[src/rtl/reg_writeback_stage_pkg.sv]
// Shared types for the writeback stage: source select, load type and FSM state.
package reg_writeback_stage_pkg;

  typedef enum logic [1:0] {
    SelAlu  = 2'b00,
    SelMem  = 2'b01,
    SelImm  = 2'b10,
    SelLink = 2'b11
  } wb_select_t;

  // Code 3'b111 is left unassigned and is treated as LW by the formatter.
  typedef enum logic [2:0] {
    LdLw  = 3'b000,
    LdLb  = 3'b001,
    LdLbu = 3'b010,
    LdLh  = 3'b011,
    LdLhu = 3'b100,
    LdLwl = 3'b101,
    LdLwr = 3'b110
  } load_type_t;

  typedef enum logic [0:0] {
    StIdle    = 1'b0,
    StWaitMem = 1'b1
  } wb_state_t;

  function automatic logic [31:0] sext8(input logic [7:0] b);
    return {{24{b[7]}}, b};
  endfunction

  function automatic logic [31:0] sext16(input logic [15:0] h);
    return {{16{h[15]}}, h};
  endfunction

endpackage

[src/rtl/reg_writeback_stage_load_formatter.sv]
// Combinational load aligner: little-endian byte/halfword extraction and LWL/LWR merge.
module reg_writeback_stage_load_formatter
  import reg_writeback_stage_pkg::*;
(
  input  logic [2:0]  i_load_type,
  input  logic [1:0]  i_byte_off,
  input  logic [31:0] i_mem_word,
  input  logic [31:0] i_rt_old,
  output logic [31:0] o_fmt_word
);

  logic [7:0]  w_byte;
  logic [15:0] w_half;
  logic [31:0] w_lwl;
  logic [31:0] w_lwr;

  always_comb begin
    w_byte = i_mem_word[7:0];
    w_lwl  = i_mem_word;
    w_lwr  = i_mem_word;
    unique case (i_byte_off)
      2'd0: begin
        w_byte = i_mem_word[7:0];
        w_lwl  = {i_mem_word[7:0], i_rt_old[23:0]};
        w_lwr  = i_mem_word;
      end
      2'd1: begin
        w_byte = i_mem_word[15:8];
        w_lwl  = {i_mem_word[15:0], i_rt_old[15:0]};
        w_lwr  = {i_rt_old[31:24], i_mem_word[31:8]};
      end
      2'd2: begin
        w_byte = i_mem_word[23:16];
        w_lwl  = {i_mem_word[23:0], i_rt_old[7:0]};
        w_lwr  = {i_rt_old[31:16], i_mem_word[31:16]};
      end
      2'd3: begin
        w_byte = i_mem_word[31:24];
        w_lwl  = i_mem_word;
        w_lwr  = {i_rt_old[31:8], i_mem_word[31:24]};
      end
      default: begin
        w_byte = i_mem_word[7:0];
        w_lwl  = i_mem_word;
        w_lwr  = i_mem_word;
      end
    endcase
  end

  // Halfword lane is picked by byte_off[1] alone; byte_off[0] is don't-care.
  assign w_half = i_byte_off[1] ? i_mem_word[31:16] : i_mem_word[15:0];

  always_comb begin
    o_fmt_word = i_mem_word;
    case (i_load_type)
      LdLb:    o_fmt_word = sext8(w_byte);
      LdLbu:   o_fmt_word = {24'd0, w_byte};
      LdLh:    o_fmt_word = sext16(w_half);
      LdLhu:   o_fmt_word = {16'd0, w_half};
      LdLwl:   o_fmt_word = w_lwl;
      LdLwr:   o_fmt_word = w_lwr;
      default: o_fmt_word = i_mem_word;
    endcase
  end

endmodule

[src/rtl/reg_writeback_stage.sv]
// Handshaked MIPS writeback stage with multi-cycle load wait and one-cycle register-file strobe.
// Sub-word load formatting is built only when WB_SUBWORD_EN is defined.
module reg_writeback_stage
  import reg_writeback_stage_pkg::*;
#(
  parameter int unsigned DATA_W     = 32,
  parameter int unsigned REG_ADDR_W = 5
) (
  input  logic                  clk,
  input  logic                  reset,
  input  logic                  in_valid,
  output logic                  in_ready,
  input  logic [1:0]            select,
  input  logic [2:0]            load_type,
  input  logic [1:0]            byte_off,
  input  logic [REG_ADDR_W-1:0] dest,
  input  logic [DATA_W-1:0]     aluout,
  input  logic [DATA_W-1:0]     signextend_data,
  input  logic [DATA_W-1:0]     link_pc,
  input  logic [DATA_W-1:0]     rt_old,
  input  logic [DATA_W-1:0]     mem_readdata,
  input  logic                  mem_readvalid,
  output logic                  reg_write_enable,
  output logic [REG_ADDR_W-1:0] reg_write_addr,
  output logic [DATA_W-1:0]     reg_write_data
);

  wb_state_t             r_state;
  wb_state_t             w_state_next;
  logic [REG_ADDR_W-1:0] r_dest;
  logic                  r_we;
  logic [REG_ADDR_W-1:0] r_addr;
  logic [DATA_W-1:0]     r_data;

  logic                  w_accept;
  logic                  w_done;
  logic [DATA_W-1:0]     w_result;
  logic [REG_ADDR_W-1:0] w_dest;
  logic [DATA_W-1:0]     w_mem_fmt;

  assign in_ready = (r_state == StIdle);
  assign w_accept = in_valid && in_ready;
  // Requests finishing in the acceptance cycle use live fields; waiting loads use latched ones.
  assign w_dest   = (r_state == StWaitMem) ? r_dest : dest;

`ifdef WB_SUBWORD_EN
  logic [2:0]        r_load_type;
  logic [1:0]        r_byte_off;
  logic [DATA_W-1:0] r_rt_old;
  logic [2:0]        w_fmt_load_type;
  logic [1:0]        w_fmt_byte_off;
  logic [DATA_W-1:0] w_fmt_rt_old;

  assign w_fmt_load_type = (r_state == StWaitMem) ? r_load_type : load_type;
  assign w_fmt_byte_off  = (r_state == StWaitMem) ? r_byte_off  : byte_off;
  assign w_fmt_rt_old    = (r_state == StWaitMem) ? r_rt_old    : rt_old;

  reg_writeback_stage_load_formatter u_load_formatter (
    .i_load_type (w_fmt_load_type),
    .i_byte_off  (w_fmt_byte_off),
    .i_mem_word  (mem_readdata),
    .i_rt_old    (w_fmt_rt_old),
    .o_fmt_word  (w_mem_fmt)
  );

  always_ff @(posedge clk or posedge reset) begin
    if (reset) begin
      r_load_type <= '0;
      r_byte_off  <= '0;
      r_rt_old    <= '0;
    end else if (w_accept) begin
      r_load_type <= load_type;
      r_byte_off  <= byte_off;
      r_rt_old    <= rt_old;
    end
  end
`else
  logic w_unused_subword;
  assign w_unused_subword = ^{load_type, byte_off, rt_old};
  assign w_mem_fmt        = mem_readdata;
`endif

  always_comb begin
    w_state_next = r_state;
    w_done       = 1'b0;
    w_result     = aluout;
    unique case (r_state)
      StIdle: begin
        if (in_valid) begin
          if (select == SelMem) begin
            if (mem_readvalid) begin
              w_done   = 1'b1;
              w_result = w_mem_fmt;
            end else begin
              w_state_next = StWaitMem;
            end
          end else begin
            w_done = 1'b1;
            case (select)
              SelImm:  w_result = signextend_data;
              SelLink: w_result = link_pc;
              default: w_result = aluout;
            endcase
          end
        end
      end
      StWaitMem: begin
        if (mem_readvalid) begin
          w_done       = 1'b1;
          w_result     = w_mem_fmt;
          w_state_next = StIdle;
        end
      end
      default: w_state_next = StIdle;
    endcase
  end

  always_ff @(posedge clk or posedge reset) begin
    if (reset) begin
      r_state <= StIdle;
      r_dest  <= '0;
      r_we    <= 1'b0;
      r_addr  <= '0;
      r_data  <= '0;
    end else begin
      r_state <= w_state_next;
      // Register $zero is never written, but its data is still captured.
      r_we    <= w_done && (w_dest != '0);
      if (w_done) begin
        r_addr <= w_dest;
        r_data <= w_result;
      end
      if (w_accept) begin
        r_dest <= dest;
      end
    end
  end

  assign reg_write_enable = r_we;
  assign reg_write_addr   = r_addr;
  assign reg_write_data   = r_data;

endmodule

[config.mk]
export PLATFORM = sky130hd
export DESIGN_NAME = reg_writeback_stage
export DESIGN_NICKNAME = d
export VERILOG_FILES = /design/src/rtl/reg_writeback_stage_pkg.sv /design/src/rtl/reg_writeback_stage_load_formatter.sv /design/src/rtl/reg_writeback_stage.sv
export SDC_FILE = /design/constraint.sdc
export NUM_CORES = 1
export LEC_CHECK = 0
export BUFFER_PORTS_ARGS = -buffer_cell sky130_fd_sc_hd__buf_2
export CORE_AREA = 4 4 89 91
export CTS_BUF_LIST = sky130_fd_sc_hd__clkbuf_4 sky130_fd_sc_hd__clkbuf_8
export CTS_CLUSTER_SIZE = 28
export DETAILED_ROUTE_END_ITERATION = 10
export DIE_AREA = 0 0 93 95
export PLACE_DENSITY = 0.91
export SYNTH_ARGS = -nofsm -noshare
export SYNTH_HDL_FRONTEND = slang
export SYNTH_SLANG_ARGS = --single-unit
[constraint.sdc]
create_clock -name clk -period 2.1 [get_ports clk]
set_clock_uncertainty 0.2 [all_clocks]
set_input_delay 0.21 -clock clk [delete_from_list [all_inputs] [get_ports clk]]
set_output_delay 0.21 -clock clk [all_outputs]
set_load 0.1 [all_outputs]
==> flow_metrics.env, run 1 <==
export IMPL_synth_compound_area_share_pct=32.2
export IMPL_worstSetupEndpointType="primary output"
export IMPL_die_w_um=93
export IMPL_grt_pass1_wl_mm=17.4
export IMPL_utilization_pct=63.4
export IMPL_chipHeight_um=95
export IMPL_syn_inst=347
export IMPL_synth_fa_ha_area_share_pct=0
export IMPL_synth_warnings=0
export IMPL_diodes=0
export IMPL_place_congestion=0.849
export IMPL_core_rowCount=31
export IMPL_yosysUniqueCellTypes=27
export IMPL_synthSimpleGateAreaFrac_pct=20.2
export IMPL_grt_max_degree=99
export IMPL_syn_area_per_cell_um2=8.64
export IMPL_routed_wl_mm=11.0
export IMPL_drive_above_1_share_pct=38.5
export IMPL_leakagePower_uw=0.00210
export IMPL_path_max_fanout=11
export IMPL_grt_overflow_total=0
export IMPL_dr_pass1_iters=4
export IMPL_layout_worst_path_cycle_share_pct=87.0
export IMPL_place_hpwl_mm=7.57
export IMPL_cts_sinks=44
export IMPL_wl_per_cell_um=17.2
export IMPL_synth_edf_count=0
export IMPL_initial_core_util_pct=42.0
export IMPL_clock_latency_ps=290
export IMPL_vdd_ir_drop_max_mv=0.352
export IMPL_yosys_mux_area_fraction_pct=4.34
export IMPL_ant_nets=0
export IMPL_cts_repair_resized=0
export IMPL_root_buffer="clkbuf_8"
export IMPL_clockBufferDepth=2
export IMPL_synthesis_nets=523
export IMPL_start_kind="flip-flop"
export IMPL_cts_tree="yes"
export IMPL_synth_top_family_by_area="compound AO/OA/AOI/OAI gates"
export IMPL_drc_errors=0
export IMPL_n_fill_cell=603
export IMPL_cts_buffers=5
export IMPL_antenna_found_initial=0
export IMPL_dieArea_mm2=0.00884
export IMPL_hold_ws_ps=47.4
export IMPL_dpl_cell_area_mm2=0.00400
export IMPL_hold_violations=0
export IMPL_fin_nets=718
export IMPL_max_cap_viol_count=0
export IMPL_setup_viol=0
export IMPL_rr_worst_depth=4
export IMPL_first_global_vias=3891
export IMPL_ios=215
export IMPL_synth_ff_type="dfrtp_1"
export IMPL_tightest_slew_ps=510
export IMPL_rrSetupSlack_ps=400
export IMPL_clkTransAtPathRegs_ps=90
export IMPL_vias=3714
export IMPL_min_path_cells=3
export IMPL_fmax_ghz=0.547
export IMPL_drt_iter0_drc=203
export IMPL_relSlewSlack_pct=66.3
export IMPL_routed_via_density=5.79
export IMPL_hold_buffers=37
export IMPL_grt_total_usage_pct=24.3
export IMPL_hold_path_class="primary input to flip-flop"
export IMPL_outcome="completed"
export IMPL_synth_xor_area_share_pct=0
export IMPL_r2r_end="reg_write_enable"
export IMPL_rsz0062_at_grt="false"
export IMPL_ys_seq_area_share_pct=36.7
export IMPL_tns_ps=0
export IMPL_htreeDepth=2
export IMPL_post_route_cell_area_mm2=0.00452
export IMPL_final_max_slew_violation_count=0
export IMPL_crit_arrival_ps=1420
export IMPL_synthArstFlopShare_pct=100
export IMPL_port_buffer_count=177
export IMPL_period_needed_ps=1830
export IMPL_reg2reg_from="r_state"
export IMPL_powerDensity_mw_per_mm2=804
export IMPL_cp_endpoint="in_ready"
export IMPL_worstPathRequired_ps=1690
export IMPL_yosys_register_bits=44
export IMPL_synth_cell_area_mm2=0.00300
export IMPL_fp_coreArea_mm2=0.00714
export IMPL_criticalPathCategory="flip-flop to primary output"
export IMPL_syn2layout_area_growth_pct=50.9
export IMPL_startpoint="r_state"
export IMPL_post_cts_buffers=0
==> state kept, by name, indices dropped and copies added, names as in the netlist <==
| signal | cells |
|---|---|
| reg_write_enable | 1 |
| r_state | 1 |
| r_dest | 5 |
| reg_write_addr | 5 |
| reg_write_data | 32 |
==> logic make-up (layout without fill, tap and decap cells) <==
| family | Yosys count | after routing |
|---|---|---|
| compound gates | 137 | 137 |
| simple gates | 109 | 109 |
| buf+inv | 45 | 241 |
| flops | 44 | 44 |
| mux | 12 | 12 |
==> critical path: stages, from the launching register on <==
cell	delay (ps)
dfrtp_1	440
buf_4	210
inv_1	60
buf_2	420
==> where the power goes <==
group / internal (uW) / switching, uW / total (uW)
registers: 980 / 68.3 / 1050
logic: 407 / 1290 / 1690
clock network: 595 / 298 / 893
==> routing by layer <==
| metal | wire length [um] | global-route usage [%] |
|---|---|---|
| met1 | 4100 | 26.9 |
| met2 | 5760 | 45.4 |
| met3 | 962 | 4.78 |
| met4 | 222 | 9.89 |
| met5 | 0 | 0 |
==> per-stage QoR <==
step	instances	power [uW]	setup WS, ps
2_1_floorplan	347	2310	505
3_3_place_gp	597	2670	257
3_5_place_dp	597	2700	201
4_1_cts	642	3650	254
5_1_grt	642	3780	238
6_report	642	3640	273
==> cell usage in the layout, fill, tap and decap left out, types with 2 or more instances in the layout <==
cell type	Yosys	layout
buf_2	5	177
a211oi_1	62	62
dfrtp_1	44	44
dlygate4sd3_1	0	37
o21ai_0	36	36
nor2b_1	32	32
nand2_1	32	32
and3_1	32	32
o311ai_1	31	31
buf_4	0	13
mux2i_1	6	6
mux2_2	5	5
o21ai_1	5	5
clkbuf_8	0	5
nor3_1	3	3
bufinv_16	0	3
buf_12	0	3
nand2b_1	2	2
inv_1	3	2
nand3_1	2	2
==> Yosys cell counts (2+ instances only) <==
cell | count | area (um2)
nor2b_1 | 32 | 200
mux2i_1 | 6 | 60.1
nand2_1 | 32 | 120
nor3_1 | 3 | 15.0
inv_1 | 3 | 11.3
clkbuf_1 | 34 | 128
nand3_1 | 2 | 10.0
mux2_2 | 5 | 56.3
buf_2 | 5 | 25.0
buf_6 | 3 | 33.8
o21ai_0 | 36 | 180
dfrtp_1 | 44 | 1100
a211oi_1 | 62 | 465
o21ai_1 | 5 | 25.0
and3_1 | 32 | 200
o311ai_1 | 31 | 272
nand2b_1 | 2 | 12.5
==> layout make-up <==
cell class,instances,area (um2),share of cell area [%]
Clock inverter,3,90.1,1.99
Sequential cell,44,1100,24.3
Clock buffer,5,68.8,1.52
Inverter,3,11.3,0.249
Timing Repair Buffer,230,1410,31.3
Multi-Input combinational cell,258,1720,37.9
Tap cell,99,124,2.74
==> worst min-delay path by stage <==
stage	to	start	slack [ps]
2_1_floorplan	reg_write_data[0]	mem_readdata[0]	130
3_3_place_gp	reg_write_data[27]	reset	50
3_5_place_dp	reg_write_data[27]	reset	50
4_1_cts	r_state	in_valid	40
5_1_grt	reg_write_data[30]	mem_readdata[30]	80
6_report	r_state	in_valid	50
No activity file was read; power rests on OpenSTA's default activity.
==> run 2: changes to the inputs <==
--- a/config.mk
+++ b/config.mk
@@ -11,7 +11,7 @@
 export CTS_CLUSTER_SIZE = 28
 export DETAILED_ROUTE_END_ITERATION = 10
 export DIE_AREA = 0 0 93 95
-export PLACE_DENSITY = 0.91
+export PLACE_DENSITY = 0.82
 export SYNTH_ARGS = -nofsm -noshare
 export SYNTH_HDL_FRONTEND = slang
 export SYNTH_SLANG_ARGS = --single-unit
==> constraint.sdc (replaced) <==
create_clock -name clk -period 1.7 [get_ports clk]
set_clock_uncertainty 0.2 [all_clocks]
set_input_delay 0.17 -clock clk [delete_from_list [all_inputs] [get_ports clk]]
set_output_delay 0.17 -clock clk [all_outputs]
set_load 0.1 [all_outputs]
==> flow_metrics.env, run 2 (synthesis results as in run 1) <==
export IMPL_outcome="completed"
export IMPL_dr_pass1_iters=4
export IMPL_placed_cells=603
export IMPL_criticalPathCategory="primary input to flip-flop"
export IMPL_hold_ws_ps=27.1
export IMPL_grt_pass1_wl_mm=17.5
export IMPL_hold_path_class="primary input to flip-flop"
export IMPL_largest_reg_flops=32
export IMPL_clock_latency_ps=290
export IMPL_tightest_slew_ps=508
export IMPL_holdCritStartpoint="in_valid"
export IMPL_crit_arrival_ps=1580
export IMPL_place_congestion=0.853
export IMPL_grt_max_degree=77
export IMPL_core_rowCount=31
export IMPL_regArea_mm2=0.00110
export IMPL_vdd_ir_drop_max_mv=0.556
export IMPL_cts_sinks=44
export IMPL_routed_via_density=5.67
export IMPL_htreeDepth=2
export IMPL_reg2reg_from="r_state"
export IMPL_rr_worst_depth=3
export IMPL_tns_ps=0
export IMPL_final_common_cell="buf_2"
export IMPL_grt_total_usage_pct=24.6
export IMPL_worstPathRequired_ps=1690
export IMPL_post_cts_buffers=0
export IMPL_path_max_fanout=3
export IMPL_max_cap_viol_count=0
export IMPL_cts_tree="yes"
export IMPL_swShare_pct=50.2
export IMPL_power_internal_uw=2030
export IMPL_port_buffer_count=177
export IMPL_drive_above_1_share_pct=39.5
export IMPL_layout_worst_path_cycle_share_pct=93.7
export IMPL_antenna_found_initial=1
export IMPL_worstSetupEndpointType="flip-flop"
export IMPL_start_kind="primary input"
export IMPL_leakagePower_uw=0.00212
export IMPL_first_global_vias=3898
export IMPL_chipHeight_um=95
export IMPL_layout_common_cells="buf_2 (176), a211oi_1 (62), dfrtp_1 (43)"
export IMPL_wl_per_cell_um=16.8
export IMPL_drc_errors=0
export IMPL_ant_nets=0
export IMPL_final_max_slew_violation_count=0
export IMPL_vias=3680
export IMPL_n_fill_cell=608
export IMPL_clockBufferDepth=2
export IMPL_routed_wl_mm=10.9
export IMPL_stdcell_count=649
export IMPL_r2r_end="reg_write_data[30]"
export IMPL_power_frac_clock_pct=16.3
export IMPL_syn2layout_area_growth_pct=51.8
export IMPL_dieArea_mm2=0.00884
export IMPL_switching_power_uw=2050
export IMPL_fp_coreArea_mm2=0.00714
export IMPL_initial_core_util_pct=42.0
export IMPL_ios=215
export IMPL_grt_overflow_total=0
export IMPL_p_seq_share_pct=31.8
export IMPL_hold_path_endpoint="r_state"
export IMPL_cts_buffers=5
export IMPL_die_w_um=93
export IMPL_setup_viol=0
export IMPL_powerDensity_mw_per_mm2=896
export IMPL_min_path_cells=3
export IMPL_relSlewSlack_pct=66.4
export IMPL_drt_iter0_drc=199
export IMPL_period_needed_ps=1590
export IMPL_root_buffer="clkbuf_8"
export IMPL_rsz0062_at_grt="false"
export IMPL_rrSetupSlack_ps=130
export IMPL_fmax_ghz=0.628
export IMPL_fin_nets=724
export IMPL_pwr_share_comb_pct=51.9
export IMPL_clkTransAtPathRegs_ps=90
export IMPL_place_hpwl_mm=7.65
export IMPL_multiInputGateArea_mm2=0.00172
export IMPL_hold_violations=0
[run 2: cell types whose count changed in the layout (fill, tap and decap cells not counted), sizes merged]
cell,change
buf,+6
bufinv,-3
clkinvlp,+2
clkinv,+1
diode,+1
[run 2: worst max-delay path, cell delays in order]
cell,delay (ps)
dlygate4sd3_1,530
buf_2,140
or4_1,510
nor3_1,150
nor3_1,70
[run 2: repair_timing]
action | in CTS | in global routing
hold buffers | 37 | 0
endpoints found under the hold margin | 85 | 0
gates resized for setup | 0 | 3
setup endpoints to repair | 0 | 35
[run 2: power groups by stage]
stage / Sequential [uW] / Clock, uW / Combinational, uW
6_report: 1300 / 665 / 2120
5_1_grt: 1320 / 732 / 2210
4_1_cts: 1300 / 682 / 2110
3_5_place_dp: 1320 / 0 / 2040
3_3_place_gp: 1310 / 0 / 2020
2_1_floorplan: 2410 / 0 / 438
[run 2: worst max path at each step]
stage / startpoint / to / slack, ps / depth (start not counted)
after floorplan: r_state / reg_write_data[30] / 110 / 4
after global placement: select[0] / reg_write_data[4] / 70 / 5
after detailed placement: r_state / reg_write_data[23] / 50 / 4
after CTS: r_state / reg_write_data[0] / 40 / 4
after global routing: r_state / reg_write_data[11] / 40 / 4
final: dest[3] / reg_write_enable / 110 / 5
[run 2: through the flow]
step           cell area [um2]  util, %  total power, uW  worst slack (ps)
2_1_floorplan             3000        -             2850               110
3_3_place_gp              4080     57.2             3330              68.3
3_5_place_dp              4080     57.2             3360              53.9
4_1_cts                   4540     63.7             4090              38.7
5_1_grt                   4550     63.8             4260              39.1
6_report                  4550     63.8             4080               108
[run 2: area by class of cell]
type / count / share of cell area [%]
clock buffers: 5 / 1.51
repair buffers: 236 / 33.0
diodes: 1 / 0.0550
clock inverters: 3 / 0.522
multi-input cells: 258 / 37.7
well taps: 99 / 2.72
flip-flops and latches: 44 / 24.2
inverters: 3 / 0.247
[run 2: routing by layer]
metal | track usage, % | routed length [um] | vias to the layer above
met1 | 28.1 | 4280 | 1702
met2 | 44.0 | 5400 | 220
met4 | 11.1 | 313 | 0
met5 | 0 | 0 | -
met3 | 5.26 | 934 | 30
li1 | - | - | 1728
